**config.mk**
```make
export PLATFORM = sky130hd
export DESIGN_NAME = instruction_prefetch_buffer
export DESIGN_NICKNAME = d
export VERILOG_FILES = /design/src/rtl/instruction_prefetch_buffer.sv
export SDC_FILE = /design/constraint.sdc
export NUM_CORES = 1
export LEC_CHECK = 0
export BUFFER_PORTS_ARGS = -buffer_cell sky130_fd_sc_hd__buf_4
export CAP_MARGIN = 0
export CORE_MARGIN = 2
export CORE_UTILIZATION = 25
export DETAILED_ROUTE_END_ITERATION = 6
export SLEW_MARGIN = 20
export SYNTH_ARGS = -nofsm -noshare
export SYNTH_HDL_FRONTEND = slang
export SYNTH_SLANG_ARGS = --single-unit
```
**constraint.sdc**
```tcl
create_clock -name clk -period 10.8 [get_ports clk]
set_input_delay 2.16 -clock clk [delete_from_list [all_inputs] [get_ports clk]]
set_output_delay 2.16 -clock clk [all_outputs]
set_load 0.1 [all_outputs]
```
**src/rtl/instruction_prefetch_buffer.sv**
```systemverilog
`default_nettype none
// ============================================================================
//  Module      : instruction_prefetch_buffer
//  Description : Instruction prefetch queue between the instruction ROM port
//                and the fetch stage. Issues sequential ROM reads ahead of the
//                pipeline, buffers {instruction, pc} in an in-order FIFO and
//                flushes/restarts on a taken branch.
//  Revision    : 1.0 - initial release
// ============================================================================
module instruction_prefetch_buffer #(
   parameter int                     DEPTH           = 4,
   parameter int                     MAX_OUTSTANDING = 2,
   parameter int                     ADDR_WIDTH      = 16,
   parameter int                     DATA_WIDTH      = 32,
   parameter logic [ADDR_WIDTH-1:0]  RESET_PC        = '0
) (
   input  logic                  clk,
   input  logic                  reset,
   output logic                  rom_req,
   output logic [ADDR_WIDTH-1:0] rom_address,
   input  logic                  rom_ready,
   input  logic                  rom_valid,
   input  logic [DATA_WIDTH-1:0] rom_data,
   input  logic                  redirect,
   input  logic [ADDR_WIDTH-1:0] redirect_target,
   input  logic                  take,
   output logic                  out_valid,
   output logic [DATA_WIDTH-1:0] out_rom_data,
   output logic [ADDR_WIDTH-1:0] out_pc,
   output logic [ADDR_WIDTH-1:0] out_next_pc
);

   localparam int                    PTR_W     = $clog2(DEPTH);
   localparam int                    CNT_W     = PTR_W + 1;
   localparam logic [CNT_W:0]        C_DEPTH   = (CNT_W+1)'(DEPTH);
   localparam logic [CNT_W-1:0]      C_MAX_OUT = CNT_W'(MAX_OUTSTANDING);
   localparam logic [CNT_W-1:0]      C_CNT_ONE = CNT_W'(1);
   localparam logic [PTR_W-1:0]      C_PTR_ONE = PTR_W'(1);
   localparam logic [ADDR_WIDTH-1:0] C_PC_STEP = ADDR_WIDTH'(4);

   // Instruction FIFO storage (not reset: outputs are gated by out_valid)
   logic [DATA_WIDTH-1:0] fifo_data_q [DEPTH];
   logic [ADDR_WIDTH-1:0] fifo_pc_q   [DEPTH];
   // PC of each accepted request; inflight never exceeds MAX_OUTSTANDING <= DEPTH,
   // so a DEPTH-entry ring with power-of-two pointers is always large enough.
   logic [ADDR_WIDTH-1:0] resp_pc_q   [DEPTH];

   logic [ADDR_WIDTH-1:0] fetch_pc_q, fetch_pc_d;
   logic [PTR_W-1:0]      wr_ptr_q, wr_ptr_d, rd_ptr_q, rd_ptr_d;
   logic [PTR_W-1:0]      resp_wr_q, resp_wr_d, resp_rd_q, resp_rd_d;
   logic [CNT_W-1:0]      count_q, count_d;
   logic [CNT_W-1:0]      inflight_q, inflight_d;
   logic [CNT_W-1:0]      discard_q, discard_d;

   logic [CNT_W:0]        credit_used;
   logic                  handshake;
   logic                  resp_keep;
   logic                  resp_drop;
   logic                  head_pop;

   // Slots already committed: buffered words plus kept (non-discarded) requests
   assign credit_used = {1'b0, count_q} + {1'b0, inflight_q} - {1'b0, discard_q};

   assign rom_req     = !reset && !redirect && (inflight_q < C_MAX_OUT) && (credit_used < C_DEPTH);
   assign rom_address = fetch_pc_q;
   assign handshake   = rom_req && rom_ready;

   assign resp_keep   = rom_valid && !reset && !redirect && (discard_q == '0);
   assign resp_drop   = rom_valid && !redirect && (discard_q != '0);
   assign out_valid   = (count_q != '0);
   assign head_pop    = take && out_valid && !redirect;

   assign out_rom_data = out_valid ? fifo_data_q[rd_ptr_q] : '0;
   assign out_pc       = out_valid ? fifo_pc_q[rd_ptr_q] : '0;
   assign out_next_pc  = out_valid ? (fifo_pc_q[rd_ptr_q] + C_PC_STEP) : '0;

   // Next-state computation; redirect overrides issue, response and consume
   always_comb begin
      fetch_pc_d = fetch_pc_q;
      wr_ptr_d   = wr_ptr_q;
      rd_ptr_d   = rd_ptr_q;
      resp_wr_d  = resp_wr_q;
      resp_rd_d  = resp_rd_q;
      count_d    = count_q;
      inflight_d = inflight_q;
      discard_d  = discard_q;
      if (redirect) begin
         // rom_req is low here, so no handshake term; a same-cycle response is dropped
         fetch_pc_d = redirect_target;
         wr_ptr_d   = '0;
         rd_ptr_d   = '0;
         count_d    = '0;
         inflight_d = inflight_q - CNT_W'(rom_valid);
         discard_d  = inflight_q - CNT_W'(rom_valid);
         if (rom_valid) begin
            resp_rd_d = resp_rd_q + C_PTR_ONE;
         end
      end else begin
         if (handshake) begin
            fetch_pc_d = fetch_pc_q + C_PC_STEP;
            resp_wr_d  = resp_wr_q + C_PTR_ONE;
         end
         if (rom_valid) begin
            resp_rd_d = resp_rd_q + C_PTR_ONE;
         end
         inflight_d = inflight_q + CNT_W'(handshake) - CNT_W'(rom_valid);
         if (resp_drop) begin
            discard_d = discard_q - C_CNT_ONE;
         end
         if (resp_keep) begin
            wr_ptr_d = wr_ptr_q + C_PTR_ONE;
         end
         if (head_pop) begin
            rd_ptr_d = rd_ptr_q + C_PTR_ONE;
         end
         count_d = count_q + CNT_W'(resp_keep) - CNT_W'(head_pop);
      end
   end

   // Control state registers with synchronous reset
   always_ff @(posedge clk) begin
      if (reset) begin
         fetch_pc_q <= RESET_PC;
         wr_ptr_q   <= '0;
         rd_ptr_q   <= '0;
         resp_wr_q  <= '0;
         resp_rd_q  <= '0;
         count_q    <= '0;
         inflight_q <= '0;
         discard_q  <= '0;
      end else begin
         fetch_pc_q <= fetch_pc_d;
         wr_ptr_q   <= wr_ptr_d;
         rd_ptr_q   <= rd_ptr_d;
         resp_wr_q  <= resp_wr_d;
         resp_rd_q  <= resp_rd_d;
         count_q    <= count_d;
         inflight_q <= inflight_d;
         discard_q  <= discard_d;
      end
   end

   // Data storage: record request PCs and write kept responses at the FIFO tail
   always_ff @(posedge clk) begin
      if (handshake) begin
         resp_pc_q[resp_wr_q] <= fetch_pc_q;
      end
      if (resp_keep) begin
         fifo_data_q[wr_ptr_q] <= rom_data;
         fifo_pc_q[wr_ptr_q]   <= resp_pc_q[resp_rd_q];
      end
   end

endmodule
`default_nettype wire
```
==> results.cfg, run 1 <==
[outcome]
outcome = finished, final reports clean

[final_layout]
layout.nets = 929
fill_cells = 4669
area_delta_synth_final_pct = 22.8
multiInputGateArea_um2 = 3410
final_cell_area_um2 = 14800
area.sequential_um2 = 8430
n_antenna_cell = 0
finalCoreUtilization = 0.311
final_common_cell = sky130_fd_sc_hd__edfxtp_1
final_cell_count_no_fill = 1489
drive_gt1_frac = 0.314
final_cell_mix = sky130_fd_sc_hd__edfxtp_1 (256), sky130_fd_sc_hd__buf_4 (143), sky130_fd_sc_hd__mux4_2 (64)

[sta]
final_hold_viol_count = 0
finalCriticalPeriod_ns = 6.09
fin_worst_hold_slack_ns = 0.521
report.final.slew_viol_count = 0
max_freq_mhz = 164
tightest_slew_ns = 0.904
maxSlewHeadroom = 0.397
fin_worst_skew_ns = 0.0133
post-route-worst-setup-slack_ns = 4.71
fin_crit_sh = 0.563
setup-tns-final_ns = 0
rsz0062_at_grt = false
setup_viol_count_final = 0

[synth]
synthesis.instances = 710
mappedNetlistArea_um2 = 12100
postSynth.topFlopCell = sky130_fd_sc_hd__edfxtp_1
postSynthRegisterBits = 293
synthesis.area_per_instance_um2 = 17.0
syn_nets = 790
synth-edff-count = 256
unique_cell_type_count_in_the_yosys_netlist = 51
synthArstFlopShare = 0
synth.yosys.seq_area_share = 0.697
yosysWarningCount = 0

[clocking]
clk_pin_slew_worst_paths_ns = 0.06
count_of_instances_resized_after_the_clock_tree_is_built = 0
worstSkewPairLatency_ns = 0.57
cell_chosen_for_the_clock_root = sky130_fd_sc_hd__clkbuf_16
clockBufferDepth = 3
cts_setup_buffers = 0
tritoncts.num_buffers = 31
post_cts_hold_buffer_count = 0
clock_tree.htree_level_count = 1
cts_tree = yes
clock_sink_count = 293

[placement]
port_buffers = 135
detailedPlace.worstSlack_ns = 4.74
place.gp.congestion = 0.787
post-dp-hpwl_um = 15700
detailed_place.area_um2 = 13800
place.detailed.instances = 1431

[worst_hold_path]
hp-start = resp_wr_q[1]
hold_path_class = reg2reg
hold-path-cell-count = 2

[worst_setup_path]
worstRegToRegCells = 16
timing.critical_path.from = reset
worstPathRequired_ns = 8.64
reg2reg_to = inflight_q[2]
regToRegStartpoint = count_q[1]
setup.worst_path.end_class = primary output
capturing_instance_or_port_of_the_critical_path = rom_req
rrSetupSlack_ns = 6.70
critPathMaxFanout = 29
setup.worst_path.start_class = input port
critical_path_class = in2out
timing.critical_path.arrival_ns = 3.93

[detailed_routing]
routedLengthMet1_um = 11600
first_iter_violations = 345
dr_wl_met3_um = 1450
drt-pass1-iter-count = 4
met2_length_um = 12200
uppermost_routed_layer = met4
dr_total_vias = 6531
finalWirelength_um = 25900
remaining_drc_errors = 0
routed_via_density = 4.39
antenna_violating_nets_post_route = 0
wire_per_inst_um = 17.4

[floorplanning]
die-area_um2 = 50200
number_of_top_level_pins = 136
floorplan.rows = 80
floorplan.die.width_um = 224
die_h_um = 224
initial_utilization = 0.253
core_region_area_um2 = 47700

[global_routing]
number_of_global_route_vias_before_repair = 6900
grt_start_max_net_pins = 50
grt_first_pass_wirelength_um = 40200
track_usage = 0.104
grt.overflow.total = 0
antenna_found_initial = 0

[power]
vdd_drop_max_mv = 0.106
cellPowerDensity_nw_per_um2 = 176
power.switching_fraction = 0.236
share_comb_of_total_power = 0.089
netSwitchingPower_mw = 0.616
total_leakage_power_nw = 5.05
power_frac_clock = 0.421
p_seq_frac = 0.489
p_total_mw = 2.61
cell_internal_pwr_mw = 1.99

[flow_run]
drv.max_cap_violation_count = 0
layer usage:
layer  track usage  vias up
met1         0.135     3304
li1              -     3016
met4        0.0288        0
met3        0.0215       41
met2         0.175      170
met5             0        -
power by group through the flow:
stage,sequential [mW],clock (mW),combinational (mW)
after CTS,1.28,1.13,0.236
after global placement,1.30,0,0.232
after floorplan,1.32,0,0.145
after global routing,1.28,1.17,0.253
after detailed placement,1.30,0,0.235
final,1.28,1.10,0.233
how the worst min path moves through the flow:
stage,endpoint,slack [ns]
after floorplan,resp_wr_q[0],0.48
after global placement,resp_wr_q[1],0.50
after detailed placement,flop,0.51
after CTS,resp_wr_q[1],0.52
after global routing,resp_wr_q[0],0.57
final,resp_wr_q[1],0.52
layout make-up:
cell class              count  share of cell area
flip-flops and latches    293               0.568
well taps                 615              0.0518
clock buffers              36              0.0549
repair buffers            143              0.0723
inverters                  28             0.00708
clock inverters            22              0.0167
multi-input cells         352               0.229
Yosys cell counts, types with 12 or more instances:
cell	instances	area (µm²)
sky130_fd_sc_hd__edfxtp_1	256	7690
sky130_fd_sc_hd__nor2_1	44	165
sky130_fd_sc_hd__ha_1	22	275
sky130_fd_sc_hd__nand2_1	27	101
sky130_fd_sc_hd__clkbuf_1	22	82.6
sky130_fd_sc_hd__xnor2_1	14	123
sky130_fd_sc_hd__o211ai_1	19	143
sky130_fd_sc_hd__dfxtp_1	37	741
sky130_fd_sc_hd__a31oi_1	12	75.1
sky130_fd_sc_hd__nand3_1	14	70.1
sky130_fd_sc_hd__inv_1	26	97.6
sky130_fd_sc_hd__mux4_2	64	1440
sky130_fd_sc_hd__and2_1	60	375
registers in the layout, indices dropped and copies added, names as in the netlist, named ones only:
register     flops
fifo_data_q    128
fifo_pc_q       64
resp_pc_q       64
rom_address     16
count_q          3
discard_q        3
inflight_q       3
rd_ptr_q         2
resp_rd_q        2
resp_wr_q        2
wr_ptr_q         2
kinds of logic (layout without fill, tap and decap cells):
group                      Yosys count  in the layout  share of synthesized area
xor gates and xnor gates            20             20                     0.0145
buffers and inverters               65            229                     0.0223
AOI/OAI and AO/OA                   57             57                     0.0327
adders and majority gates           26             26                     0.0294
and+or+nand+nor                    180            180                     0.0807
DFF                                293            293                      0.697
muxes                               69             69                      0.124
critical path: stages:
cell	delay, ns
sky130_fd_sc_hd__buf_4	0.21
sky130_fd_sc_hd__nor2_1	0.15
sky130_fd_sc_hd__and2_1	0.15
sky130_fd_sc_hd__o2111ai_2	0.40
sky130_fd_sc_hd__inv_2	0.48
sky130_fd_sc_hd__buf_4	0.37
No activity file was read; power rests on OpenSTA's default activity.
==> run 2, diff against run 1 <==
==> constraint.sdc (replaced) <==
create_clock -name clk -period 5 [get_ports clk]
set_input_delay 1 -clock clk [delete_from_list [all_inputs] [get_ports clk]]
set_output_delay 1 -clock clk [all_outputs]
set_load 0.1 [all_outputs]
==> run 2 against run 1 <==
- critical path depth increased by 3
- via count increased by 0.77%
- clock skew increased by 0.0053 ns
==> results.cfg, run 2 (same netlist as run 1, synthesis figures left out) <==
[outcome]
outcome = finished, final reports clean

[sta]
max_freq_mhz = 220
final_hold_viol_count = 0
maxSlewHeadroom = 0.411
fin_worst_skew_ns = 0.0186
finalCriticalPeriod_ns = 4.55
tightest_slew_ns = 0.884
report.final.slew_viol_count = 0
setup-tns-final_ns = 0
fin_crit_sh = 0.909
rsz0062_at_grt = false
setup_viol_count_final = 0

[clocking]
clockBufferDepth = 3
cts_setup_buffers = 0
post_cts_hold_buffer_count = 0
cts_tree = yes
clock_sink_count = 293
count_of_instances_resized_after_the_clock_tree_is_built = 0
clk_pin_slew_worst_paths_ns = 0.06
worstSkewPairLatency_ns = 0.52
cell_chosen_for_the_clock_root = sky130_fd_sc_hd__clkbuf_16
tritoncts.num_buffers = 35
clock_tree.htree_level_count = 2

[placement]
detailed_place.area_um2 = 13800
post-dp-hpwl_um = 16900
place.gp.congestion = 0.751
port_buffers = 135

[final_layout]
final_cell_area_um2 = 14900
final_common_cell = sky130_fd_sc_hd__edfxtp_1
layout.nets = 936
finalCoreUtilization = 0.312
n_antenna_cell = 0
leading_registers_by_flop_count = fifo_data_q x128, fifo_pc_q x64, resp_pc_q x64
flip_flop_count_of_the_largest_register_after_layout = 128
drive_gt1_frac = 0.312
area_delta_synth_final_pct = 23.2
max_flop_register = fifo_data_q
final_cell_mix = sky130_fd_sc_hd__edfxtp_1 (256), sky130_fd_sc_hd__buf_4 (146), sky130_fd_sc_hd__mux4_2 (64)

[worst_setup_path]
setup.worst_path.end_class = primary output
critical_path_class = reg2out
timing.critical_path.slowest_cell_delay_ns = 0.59
crit_slowest_cell = sky130_fd_sc_hd__o2111ai_2
setup.worst_path.start_class = flop
worstPathRequired_ns = 4.00
crit_path_cell_chain = inv_1 -> fa_1 -> inv_1 -> ha_1 -> and3b_1 -> o21a_1 -> o2111ai_2 -> inv_2 -> buf_4
critPathMaxFanout = 22
critical_path.most_common_cell = sky130_fd_sc_hd__inv_1
timing.critical_path.arrival_ns = 3.55

[global_routing]
track_usage = 0.106
grt_start_max_net_pins = 34
number_of_global_route_vias_before_repair = 6800
antenna_found_initial = 1
grt_first_pass_wirelength_um = 40200
grt.overflow.total = 0

[detailed_routing]
dr_total_vias = 6581
remaining_drc_errors = 0
wire_per_inst_um = 17.4
antenna_violating_nets_post_route = 0
finalWirelength_um = 26100
first_iter_violations = 360
drt-pass1-iter-count = 4
routed_via_density = 4.40

[flow_run]
drv.max_cap_violation_count = 0

[floorplanning]
number_of_top_level_pins = 136
die-area_um2 = 50200
floorplan.die.width_um = 224
core_region_area_um2 = 47700
initial_utilization = 0.253
floorplan.rows = 80
die_h_um = 224

[power]
vdd_drop_max_mv = 0.199
total_leakage_power_nw = 5.07
cellPowerDensity_nw_per_um2 = 379

[worst_hold_path]
hold_path_class = reg2reg
[run 2: cell count changes in the layout (fill, tap and decap cells not counted), moves of 2 or more]
cell and change:
sky130_fd_sc_hd__clkbuf_1 +6, sky130_fd_sc_hd__clkbuf_16 +5, sky130_fd_sc_hd__buf_4 +3, sky130_fd_sc_hd__bufinv_16 -3, sky130_fd_sc_hd__clkbuf_8 -2, sky130_fd_sc_hd__clkinv_2 -2
sky130_fd_sc_hd__clkinvlp_4 -2
[run 2: power breakdown]
group / internal [mW] / switching, mW
logic: 0.161 / 0.330
registers: 2.71 / 0.0489
clock network: 1.43 / 0.966
[run 2: worst paths after layout]
check | startpoint | end | slack [ns] | cells after the start
worst max-delay path | count_q[1] | rom_req | 0.45 | 9
worst max register to register | count_q[1] | inflight_q[2] | 0.97 | 16
worst min-delay path | resp_wr_q[1] | resp_wr_q[1] | 0.53 | 2
worst min register to register | resp_wr_q[1] | resp_wr_q[1] | 0.53 | 2
[run 2: layer usage]
metal  up-vias  GRT usage  wire (µm)  part of all wire
met2       187      0.171      12400              0.48
li1       3042          -          -                 -
met1      3317      0.141      11600              0.44
met5         -          0          0                 0
met3        35     0.0254       1570             0.060
met4         0     0.0340        522             0.020
[run 2: area by class of cell]
class | count | area (µm²)
clock inverter | 17 | 153
sequential | 293 | 8430
tap | 615 | 769
clock buffer | 45 | 935
timing repair buffer | 146 | 1100
inverter | 28 | 105
multi-input combinational | 352 | 3410
fill | 4646 | 32800
[run 2: through the flow]
stage | setup slack [ns] | cells | power (mW) | hold WS, ns
2_1_floorplan | 0.645 | 710 | 3.16 | 0.484
3_3_place_gp | 1.03 | 1434 | 3.30 | 0.500
3_5_place_dp | 0.981 | 1434 | 3.31 | 0.515
4_1_cts | 0.413 | 1496 | 5.74 | 0.532
5_1_grt | 0.180 | 1496 | 5.88 | 0.554
6_report | 0.453 | 1496 | 5.65 | 0.528
[run 2: critical path, delay by kind of cell, from the launching register on]
kind / cells / cell delay (ns)
compound gates: 2 / 0.77
simple gates: 1 / 0.18
buf+inv: 4 / 0.83
flops: 1 / 0.40
fa+ha+maj: 2 / 0.84
==> run 3, diff against run 2 <==
==> constraint.sdc (replaced) <==
create_clock -name clk -period 4.65 [get_ports clk]
set_input_delay 0.93 -clock clk [delete_from_list [all_inputs] [get_ports clk]]
set_output_delay 0.93 -clock clk [all_outputs]
set_load 0.1 [all_outputs]
==> run 3 against run 2 <==
- global-route usage is 0.44 points lower
- clock power is 9.2% lower
- critical path depth is 1 higher
- clock-buffer cell count is 9 lower
- total power is 0.58% higher
- critical path type unchanged
- largest power group unchanged
- highest routed layer unchanged
==> results.cfg, run 3 (same netlist as run 1, synthesis figures left out) <==
[clocking]
clk_pin_slew_worst_paths_ns = 0.06
clock_sink_count = 293
cell_chosen_for_the_clock_root = sky130_fd_sc_hd__clkbuf_16
tritoncts.num_buffers = 30
cts_tree = yes
worstSkewPairLatency_ns = 0.57
post_cts_hold_buffer_count = 0
clockBufferDepth = 3
clock_tree.htree_level_count = 1
count_of_instances_resized_after_the_clock_tree_is_built = 0
cts_setup_buffers = 0

[worst_setup_path]
worstPathRequired_ns = 3.72
critPathMaxFanout = 17
reg2reg_to = inflight_q[2]
regToRegStartpoint = count_q[1]
worstRegToRegCells = 17
setup.worst_path.start_class = flop
timing.critical_path.arrival_ns = 3.16
critical_path_class = reg2out
setup.worst_path.end_class = primary output
rrSetupSlack_ns = 0.98

[worst_hold_path]
hp-start = resp_wr_q[0]
hold-path-endpoint = resp_wr_q[0]
hold-path-cell-count = 2
hold_path_class = reg2reg

[final_layout]
leading_registers_by_flop_count = fifo_data_q x128, fifo_pc_q x64, resp_pc_q x64
drive_gt1_frac = 0.307
layout.nets = 933
n_antenna_cell = 0
final_common_cell = sky130_fd_sc_hd__edfxtp_1
final_cell_mix = sky130_fd_sc_hd__edfxtp_1 (256), sky130_fd_sc_hd__buf_4 (144), sky130_fd_sc_hd__mux4_2 (64)
area_delta_synth_final_pct = 22.0
max_flop_register = fifo_data_q
flip_flop_count_of_the_largest_register_after_layout = 128

[sta]
final_hold_viol_count = 0
rsz0062_at_grt = false
tightest_slew_ns = 0.806
finalCriticalPeriod_ns = 4.09
setup_viol_count_final = 0
report.final.slew_viol_count = 0
setup-tns-final_ns = 0
max_freq_mhz = 245
maxSlewHeadroom = 0.462
fin_crit_sh = 0.879
post-route-worst-setup-slack_ns = 0.562
fin_worst_skew_ns = 0.0236

[global_routing]
antenna_found_initial = 1
grt_start_max_net_pins = 49
grt_first_pass_wirelength_um = 39200
track_usage = 0.102
grt.overflow.total = 0
number_of_global_route_vias_before_repair = 6547

[placement]
port_buffers = 135
detailedPlace.worstSlack_ns = 0.973
post-dp-hpwl_um = 16300
place.gp.congestion = 0.752

[detailed_routing]
wire_per_inst_um = 17.4
finalWirelength_um = 25800
remaining_drc_errors = 0
routed_via_density = 4.44
first_iter_violations = 365
drt-pass1-iter-count = 4
antenna_violating_nets_post_route = 0
dr_total_vias = 6602

[power]
vdd_drop_max_mv = 0.273
total_leakage_power_nw = 4.99
cellPowerDensity_nw_per_um2 = 385

[floorplanning]
number_of_top_level_pins = 136
core_region_area_um2 = 47700
initial_utilization = 0.253
floorplan.rows = 80
floorplan.die.width_um = 224
die_h_um = 224
die-area_um2 = 50200

[outcome]
outcome = finished, final reports clean

[flow_run]
drv.max_cap_violation_count = 0
==> run 3: cell count changes in the layout (fill, tap and decap cells not counted) <==
cell,previous run,this run
sky130_fd_sc_hd__clkinv_1,6,8
sky130_fd_sc_hd__buf_12,0,4
sky130_fd_sc_hd__clkinv_4,1,0
sky130_fd_sc_hd__clkinvlp_2,0,1
sky130_fd_sc_hd__bufinv_16,2,1
sky130_fd_sc_hd__inv_6,2,0
sky130_fd_sc_hd__buf_4,146,144
sky130_fd_sc_hd__clkbuf_16,36,30
sky130_fd_sc_hd__clkbuf_1,9,6
==> run 3: how the worst max path moves through the flow <==
stage	to	cells after the start	start
after floorplan	inflight_q[2]	17	count_q[1]
after global placement	inflight_q[2]	17	count_q[1]
after detailed placement	inflight_q[2]	17	count_q[1]
after CTS	out_next_pc[15]	5	flop
after global routing	out_next_pc[15]	5	flop
final	rom_req	10	count_q[1]
==> run 3: per-stage QoR <==
stage	cells	power [mW]	utilization	instance area, µm²	hold WS, ns
floorplan	710	3.40	-	12100	0.484
global placement	1436	3.56	0.291	13900	0.499
detailed placement	1436	3.57	0.291	13900	0.515
CTS	1488	5.76	0.309	14800	0.524
global route	1488	5.90	0.309	14800	0.552
finish	1488	5.68	0.309	14800	0.520
==> run 3: worst max-delay path, cell delays in order, from the launching register on <==
cell and delay, ns:
sky130_fd_sc_hd__dfxtp_1 0.39, sky130_fd_sc_hd__inv_1 0.11, sky130_fd_sc_hd__fa_1 0.54, sky130_fd_sc_hd__inv_1 0.04, sky130_fd_sc_hd__ha_1 0.29, sky130_fd_sc_hd__and3b_1 0.18
sky130_fd_sc_hd__nor3_1 0.18, sky130_fd_sc_hd__o2111ai_2 0.12, sky130_fd_sc_hd__buf_4 0.21, sky130_fd_sc_hd__inv_2 0.19, sky130_fd_sc_hd__buf_4 0.33
==> run 3: power by group <==
| part | switching, mW | internal [mW] | total, mW |
|---|---|---|---|
| registers | 0.0511 | 2.92 | 2.97 |
| logic | 0.360 | 0.178 | 0.538 |
| clock network | 0.950 | 1.23 | 2.18 |
| total | 1.36 | 4.32 | 5.68 |
==> run 3: area by class of cell <==
class | instances | area [µm²]
Fill cell | 4672 | 33000
Sequential cell | 293 | 8430
Multi-Input combinational cell | 352 | 3410
Timing Repair Buffer | 148 | 1160
Clock buffer | 36 | 773
Tap cell | 615 | 769
Clock inverter | 16 | 109
Inverter | 28 | 105
==> run 3: routing by layer <==
metal  vias up  GRT usage  share of wire
met2       184      0.162           0.46
met4         0     0.0277          0.022
li1       3023          -              -
met3        38     0.0193          0.050
met5         -          0              0
met1      3357      0.142           0.46
